## src/rtl/wb_pkg.sv

```systemverilog
// rtl/wb_pkg.sv - Wishbone master command encoding shared by the core and the bus master
package wb_pkg;

    typedef enum logic [1:0] {
        WISHBONE_CMD_NONE  = 2'd0,
        WISHBONE_CMD_LOAD  = 2'd1,
        WISHBONE_CMD_STORE = 2'd2
    } wb_command_t;

endpackage

```

## src/rtl/load_store_unit.sv

```systemverilog
// rtl/load_store_unit.sv - single-outstanding RV32I load/store unit driving a word-aligned Wishbone master
module load_store_unit
    import wb_pkg::*;
#(
    parameter int unsigned TIMEOUT_CYCLES = 0
) (
    input  logic        clk_in,
    input  logic        reset_in,
    input  logic        req_valid_in,
    input  logic        req_store_in,
    input  logic [2:0]  req_funct3_in,
    input  logic [31:0] req_addr_in,
    input  logic [31:0] req_wdata_in,
    output logic        busy_out,
    output logic        done_out,
    output logic [31:0] rdata_out,
    output logic [1:0]  fault_out,
    output wb_command_t cmd_out,
    input  logic        master_busy_in,
    input  logic [31:0] master_rdata_in,
    output logic [31:0] addr_out,
    output logic [31:0] wdata_out,
    output logic [3:0]  wmask_out
);

    typedef enum logic [2:0] {
        S_IDLE, S_ISSUE, S_WAIT, S_DRAIN, S_DONE, S_FAULT
    } state_t;

    state_t      state_q;
    logic        done_q;
    logic [1:0]  fault_q;
    logic [31:0] rdata_q;
    wb_command_t cmd_q;
    logic [31:0] addr_q;
    logic [31:0] wdata_q;
    logic [3:0]  wmask_q;
    logic [31:0] cnt_q;
    logic        store_q;
    logic [2:0]  funct3_q;
    logic [1:0]  off_q;

    logic        legal_d;
    logic        misaligned_d;
    logic [31:0] wdata_d;
    logic [3:0]  wmask_d;
    logic [31:0] ld_shift;
    logic [31:0] ld_data_d;
    logic [31:0] cnt_d;
    logic        timeout_hit;

    always_comb begin
        legal_d = req_store_in ? (req_funct3_in inside {3'b000, 3'b001, 3'b010})
                               : (req_funct3_in inside {3'b000, 3'b001, 3'b010, 3'b100, 3'b101});
        case (req_funct3_in[1:0])
            2'b01:   misaligned_d = req_addr_in[0];
            2'b10:   misaligned_d = (req_addr_in[1:0] != 2'b00);
            default: misaligned_d = 1'b0;
        endcase
        case (req_funct3_in[1:0])
            2'b00: begin
                wdata_d = {4{req_wdata_in[7:0]}};
                wmask_d = 4'b0001 << req_addr_in[1:0];
            end
            2'b01: begin
                wdata_d = {2{req_wdata_in[15:0]}};
                wmask_d = 4'b0011 << req_addr_in[1:0];
            end
            default: begin
                wdata_d = req_wdata_in;
                wmask_d = 4'b1111;
            end
        endcase
    end

    // Load data is formatted from the request latched at accept time, not the live req_* inputs.
    always_comb begin
        ld_shift = master_rdata_in >> {off_q, 3'b000};
        case (funct3_q)
            3'b000:  ld_data_d = {{24{ld_shift[7]}}, ld_shift[7:0]};
            3'b001:  ld_data_d = {{16{ld_shift[15]}}, ld_shift[15:0]};
            3'b100:  ld_data_d = {24'd0, ld_shift[7:0]};
            3'b101:  ld_data_d = {16'd0, ld_shift[15:0]};
            default: ld_data_d = ld_shift;
        endcase
        cnt_d       = (cnt_q == 32'hFFFF_FFFF) ? cnt_q : cnt_q + 32'd1;
        timeout_hit = (TIMEOUT_CYCLES != 0) && (cnt_d >= TIMEOUT_CYCLES);
    end

    always_ff @(posedge clk_in or negedge reset_in) begin
        if (!reset_in) begin
            state_q  <= S_IDLE;
            done_q   <= 1'b0;
            fault_q  <= 2'b00;
            rdata_q  <= 32'd0;
            cmd_q    <= WISHBONE_CMD_NONE;
            addr_q   <= 32'd0;
            wdata_q  <= 32'd0;
            wmask_q  <= 4'd0;
            cnt_q    <= 32'd0;
            store_q  <= 1'b0;
            funct3_q <= 3'd0;
            off_q    <= 2'd0;
        end else begin
            cmd_q  <= WISHBONE_CMD_NONE;
            done_q <= 1'b0;
            case (state_q)
                S_IDLE: begin
                    // The cycle carrying the done pulse is IDLE but still refuses new work.
                    if (req_valid_in && !done_q) begin
                        store_q  <= req_store_in;
                        funct3_q <= req_funct3_in;
                        off_q    <= req_addr_in[1:0];
                        if (!legal_d) begin
                            fault_q <= 2'b10;
                            state_q <= S_FAULT;
                        end else if (misaligned_d) begin
                            fault_q <= 2'b01;
                            state_q <= S_FAULT;
                        end else begin
                            fault_q <= 2'b00;
                            state_q <= S_ISSUE;
                            cmd_q   <= req_store_in ? WISHBONE_CMD_STORE : WISHBONE_CMD_LOAD;
                            addr_q  <= {req_addr_in[31:2], 2'b00};
                            wdata_q <= req_store_in ? wdata_d : 32'd0;
                            wmask_q <= req_store_in ? wmask_d : 4'b0000;
                        end
                    end
                end
                S_ISSUE: begin
                    cnt_q   <= 32'd0;
                    state_q <= S_WAIT;
                end
                S_WAIT: begin
                    if (!master_busy_in) begin
                        if (!store_q) begin
                            rdata_q <= ld_data_d;
                        end
                        state_q <= S_DONE;
                    end else begin
                        cnt_q <= cnt_d;
                        if (timeout_hit) begin
                            state_q <= S_DRAIN;
                        end
                    end
                end
                S_DRAIN: begin
                    if (!master_busy_in) begin
                        fault_q <= 2'b11;
                        state_q <= S_FAULT;
                    end
                end
                S_DONE, S_FAULT: begin
                    done_q  <= 1'b1;
                    state_q <= S_IDLE;
                end
                default: state_q <= S_IDLE;
            endcase
        end
    end

    assign busy_out  = (state_q != S_IDLE);
    assign done_out  = done_q;
    assign fault_out = fault_q;
    assign rdata_out = rdata_q;
    assign cmd_out   = cmd_q;
    assign addr_out  = addr_q;
    assign wdata_out = wdata_q;
    assign wmask_out = wmask_q;

endmodule

```

## config.mk

```make
export PLATFORM = sky130hd
export DESIGN_NAME = load_store_unit
export DESIGN_NICKNAME = d
export VERILOG_FILES = /design/src/rtl/wb_pkg.sv /design/src/rtl/load_store_unit.sv
export SDC_FILE = /design/constraint.sdc
export NUM_CORES = 1
export LEC_CHECK = 0
export CORE_MARGIN = 3
export CORE_UTILIZATION = 40
export DETAILED_ROUTE_END_ITERATION = 8
export PLACE_DENSITY = 0.73
export SYNTH_ARGS = -nofsm -noshare
export SYNTH_HDL_FRONTEND = slang
export SYNTH_SLANG_ARGS = --single-unit
```

## constraint.sdc

```tcl
create_clock -name clk_in -period 4.1 [get_ports clk_in]
set_clock_uncertainty 0.15 [all_clocks]
set_input_delay 0.615 -clock clk_in [delete_from_list [all_inputs] [get_ports clk_in]]
set_output_delay 0.615 -clock clk_in [all_outputs]
set_load 0.02 [all_outputs]
```

Word level (Yosys, flattened, before mapping)
Index checks and enable logic that the tools add are counted.
{"block": "classes", "eq_ne": 17, "shifts": 3, "muxes": 24, "bitwise": 3, "n_reduce_logical": 17}
{"cell": "$pmux W32 S4", "count": 1}
{"cell": "$pmux W32 S2", "count": 1}
{"cell": "$mux W32", "count": 1}
{"cell": "$shr A32 B5 Y32", "count": 1}
{"cell": "$eq A3 B3 Y1 const B", "count": 6}
{"cell": "$mux W2", "count": 8}
{"cell": "$mux W3", "count": 5}
{"cell": "$pmux W3 S4", "count": 1}
{"cell": "$eq A3 B1 Y1 const B", "count": 3}
{"cell": "$eq A3 B2 Y1 const B", "count": 3}
{"cell": "$logic_not A3 Y1", "count": 3}
{"cell": "$reduce_and A3 Y1", "count": 3}
{"cell": "$pmux W4 S2", "count": 1}
{"cell": "$ne A2 B2 Y1 const B", "count": 3}
{"cell": "$reduce_bool A3 Y1", "count": 2}
{"cell": "$reduce_bool A5 Y1", "count": 1}
{"cell": "$mux W4", "count": 1}
{"cell": "$pmux W2 S2", "count": 1}
{"cell": "$reduce_and A4 Y1", "count": 1}
{"cell": "$reduce_bool A2 Y1", "count": 2}
{"cell": "$shl A1 B2 Y4 const A", "count": 1}
{"cell": "$shl A2 B2 Y4 const A", "count": 1}
{"cell": "$mux W1", "count": 3}
{"cell": "$not A1 Y1", "count": 3}
{"cell": "other kinds (8)", "count": 8}
{"block": "word_totals", "reg_bits": 112, "inputBits": 104, "out_inout_bits": 106, "elab_cells": 75}

Depth between registers and ports, before layout
{"block": "depth", "ltp_word": 6, "depth_mapped": 10, "mapped_depth_nobuf": 7}

Worst setup path after synthesis
Ideal clock, no wire load.
{"block": "synth_path", "path_type": "input to register", "from": "in req_funct3_in[1]", "to": "reg wdata_q[3], in the netlist wdata_out[3]", "setup_time_ps": 121, "arrival_ps": 2466, "t_required_ps": 3829, "path_slack_ps": 1363, "stages": 10, "n_path_buf": 4, "cell_sequence": "inv_1 -> ha_1 -> clkbuf_1 -> nor4_1 -> a211o_1 -> or3_1 -> buf_2 -> buf_6 -> buf_6 -> a22o_1"}
{"block": "synth_via", "elab_chain_len": 4, "word_cells_on_any_way": 13, "cone_classes": "6 x eq/ne; 2 x mux; 1 x bitwise; 4 x reduce/logical"}
{"item": "start, declared", "line": "load_store_unit.sv:11", "source": "input logic [2:0] req_funct3_in,"}
{"item": "$eq A3 B1 Y1, or another cell as far along", "line": "load_store_unit.sv:53, load_store_unit.sv:54"}
{"item": "$reduce_bool A5 Y1, or another cell as far along", "line": "load_store_unit.sv:54", "source": ": (req_funct3_in inside {3'b000, 3'b001, 3'b010, 3'b100, 3'b101});"}
{"item": "$mux W1 / $not A1 Y1 (equally long branches)"}
{"item": "$reduce_and A4 Y1 (no line) *"}
{"item": "end signal, assigned", "line": "load_store_unit.sv:125", "source": "wdata_q <= req_store_in ? wdata_d : 32'd0;"}
{"item": "end, declared", "line": "load_store_unit.sv:36", "source": "logic [31:0] wdata_q;"}
Mark *: on every way between the ends. The rest lies on a longest branch, timed or not.
A chain may end at the register's enable or synchronous reset.

Worst setup path in the final report
{"block": "layout_path", "from": "in req_funct3_in[1]", "to": "reg addr_q[16], in the netlist addr_out[16]"}
{"block": "layout_via", "elab_chain_len": 4, "word_cells_on_any_way": 13, "cone_classes": "6 x eq/ne; 2 x mux; 1 x bitwise; 4 x reduce/logical"}
{"item": "$eq A3 B1 Y1, or another cell as far along", "line": "load_store_unit.sv:53, load_store_unit.sv:54"}
{"item": "$reduce_bool A5 Y1, or another cell as far along", "line": "load_store_unit.sv:54"}
{"item": "$mux W1 / $not A1 Y1 (equally long branches)"}
{"item": "$reduce_and A4 Y1 (no line) *"}
{"item": "end signal, assigned", "line": "load_store_unit.sv:124", "source": "addr_q <= {req_addr_in[31:2], 2'b00};"}
{"item": "end, declared", "line": "load_store_unit.sv:35", "source": "logic [31:0] addr_q;"}
Marked as above.

==> out/qor.csv <==
metric;value;unit
status;finished, final reports clean;
mapped cell area;5131;um^2
placed cells;790;
Detailed Route WL;15500;um
Placer Congestion;0.9199;
post-synth cell types;39;
GR Overflow Total;0;
Synth Instances;443;
wire per inst;19.23;um
num rows;40;
clock slew at reported path FFs;0.07;ns
First-pass DRT Iterations;5;
Post-synth EDFFs;0;
internal reg-to-reg setup slack;1.05;ns
HP Class;input pin to asynchronous set/reset pin;
RSZ-0062 raised after global routing;no;
Main synth FF type;dfrtp_1;
Synth area leaders;dfrtp_1, mux2_2, o2bb2ai_1;
Tot GR Track Use;21.55;%
ant diodes;0;
fin. max-slew vios;0;
fin nets;741;
number of synthesized register bits;112;
Critical Path End Type;register;
worst-path cell chain;clkdlybuf4s50_1 -> inv_1 -> ha_1 -> nor4_1 -> a211o_1 -> or3_2 -> buf_4 -> mux2_2;
CP required;4.18;ns
Crit Path Category;input pin to register;
Slowest cell on crit path;or3_2;
Slew HR;25.91;%
mux share of post-synthesis cell area;13.12;%
xor-xnor portion of the synthesized cell area;0;%
first-pass GRT wire length;24480;um
global-route track usage on met2;34.83;%
fill cell instance count of the final layout;1017;
die width;119.3;um
Initial Util;41.85;%
area post-placement;7278;um^2
Clock Path Buffers;2;
Clock Root Buffer;clkbuf_16;
number of buffers created by CTS;9;
vias post-DR;4347;
top cells by count, synth;dfrtp_1, mux2_2, nand2_1;
residual DRC count;0;
vias in the first global route;4532;
CTS tree;done;
met3 Usage GRT;6.695;%
worst setup slack after layout;0.7424;ns
Post-Synth Adder-Cell Area;0.9754;%
static leakage;3.222;nW
post-CTS resize count;0;
die height;119.3;um
setup_tns;0;ns
I/O pin cnt;210;
simple-gate share of the synthesized area;9.510;%
pre-CTS WS;0.4202;ns
CTS Hold Buffers Added;0;
initial antenna violation count;0;
hpwl dp;11250;um
post-layout utilization of the core;62.16;%
Fin. Hold Viols;0;
Clk Latency, worst-skew pair;0.34;ns
postcts setup bufs;0;
syn avg cell area;11.58;um^2
WHS;0.3257;ns
Worst Setup Start Kind;input pin;
final setup violation count;0;
RR Startpoint;state_q[1];
Async SR Flop Fraction;100.0;%
YS warnings;0;
crit-path max FO;67;
Area Overhead vs Synth;48.55;%
violation count after the first detailed-route iteration;366;
Via density;5.393;
clk sinks;112;
total power;5.650;mW
Critical Path AT;3.43;ns
total of max-cap violations;0;
Total Die Area;14220;um^2
Seq/Total Area, Yosys;54.62;%
Fmax;297.8;MHz
Yosys top cell by area;dfrtp_1;
CTS H-tree lvls;3;
depth of the worst register-to-register path;5;
pin count of the biggest net entering global routing;89;
post-route ant nets;0;
kind of cell adding the most delay to the critical path;buffers and inverters;
PD cells;741.3;nW/um^2
final period utilization;81.89;%
Worst Tran Pin Value;1.111;ns
clock period minus worst slack;3.358;ns
Layout Cells excl Fill;806;
GRT Max-Usage Layer;met2;
layout cells sized above 1;11.60;%
IO Port Bufs;207;
cell area after layout;7622;um^2
Largest stage delay, worst path;0.45;ns
largest family of logic cells by synthesized area;compound AO/OA/AOI/OAI gates;
GR Util met1;27.65;%
Multi-input gate area;2112;um^2
most frequent cell after synthesis;dfrtp_1;
worst reg2reg endpoint;addr_out[16];
highest ir drop seen on vdd;285.1;uV
core region area;12260;um^2
Synth top area share;54.62;%
WP buf/inv;3;
register area;2803;um^2
Synth Area in Compound Gates;17.29;%
==> how the worst max path moves through the flow <==
stage,from,to,slack [ns],depth (start not counted)
floorplan,req_funct3_in[1],wdata_out[3],1.36,10
global placement,req_funct3_in[1],addr_out[21],0.54,8
detailed placement,req_funct3_in[1],addr_out[16],0.42,8
CTS,req_funct3_in[1],addr_out[16],0.78,8
global route,req_funct3_in[1],addr_out[16],0.61,8
finish,req_funct3_in[1],addr_out[16],0.74,8
==> registers in the layout (all words and copies together) (netlist names) <==
signal	count
wmask_out	4
cmd_out	2
done_out	1
off_q	2
fault_out	2
wdata_out	32
addr_out	30
rdata_out	32
state_q	3
funct3_q	3
store_q	1
==> where the power goes <==
group	switching, mW	internal [mW]
clock	0.406	0.599
sequential	0.322	1.59
combinational	1.36	1.37
==> worst reg2reg max path, cell delays in order (launching register included) <==
cell and delay [ns]:
dfrtp_1 0.44, or3_4 0.39, or3b_1 0.61, or3_2 0.55, buf_4 0.36, mux2_2 0.44
==> layout by cell type (no fill, tap or decap), types with 3 or more instances in the layout <==
master	instances
a211oi_1	8
nand3_1	17
clkdlybuf4s50_1	206
a221o_1	7
mux2i_1	20
dfrtp_1	112
nor2b_1	9
inv_1	3
and3_1	8
bufinv_16	3
nand2_1	33
ha_1	4
nand2b_1	3
nor2_1	15
mux2_2	42
clkbuf_16	9
o311ai_0	9
a22o_1	13
buf_4	10
o21ai_0	23
a21oi_1	29
o2bb2ai_1	31
==> metal layers <==
layer,share of wire [%],up-vias
li1,-,2002
met1,42,2124
met2,48,199
met3,8.3,22
met4,1.8,0
met5,0,-
==> layout make-up <==
type                            count  area share [%]
Sequential cell                   112           36.77
Tap cell                          168           2.758
Timing Repair Buffer              216           28.04
Clock inverter                      7           1.559
Clock buffer                        9           2.955
Multi-Input combinational cell    290           27.71
Inverter                            4          0.2134
==> logic make-up (layout without fill, tap and decap cells) <==
kind of cell,after synthesis,in the layout
muxes,62,62
AOI/OAI and AO/OA,124,124
and+or+nand+nor,98,98
adders and majority gates,4,4
buffers and inverters,42,236
DFF,112,112
other,1,2
(Power assumes the default switching activity.)
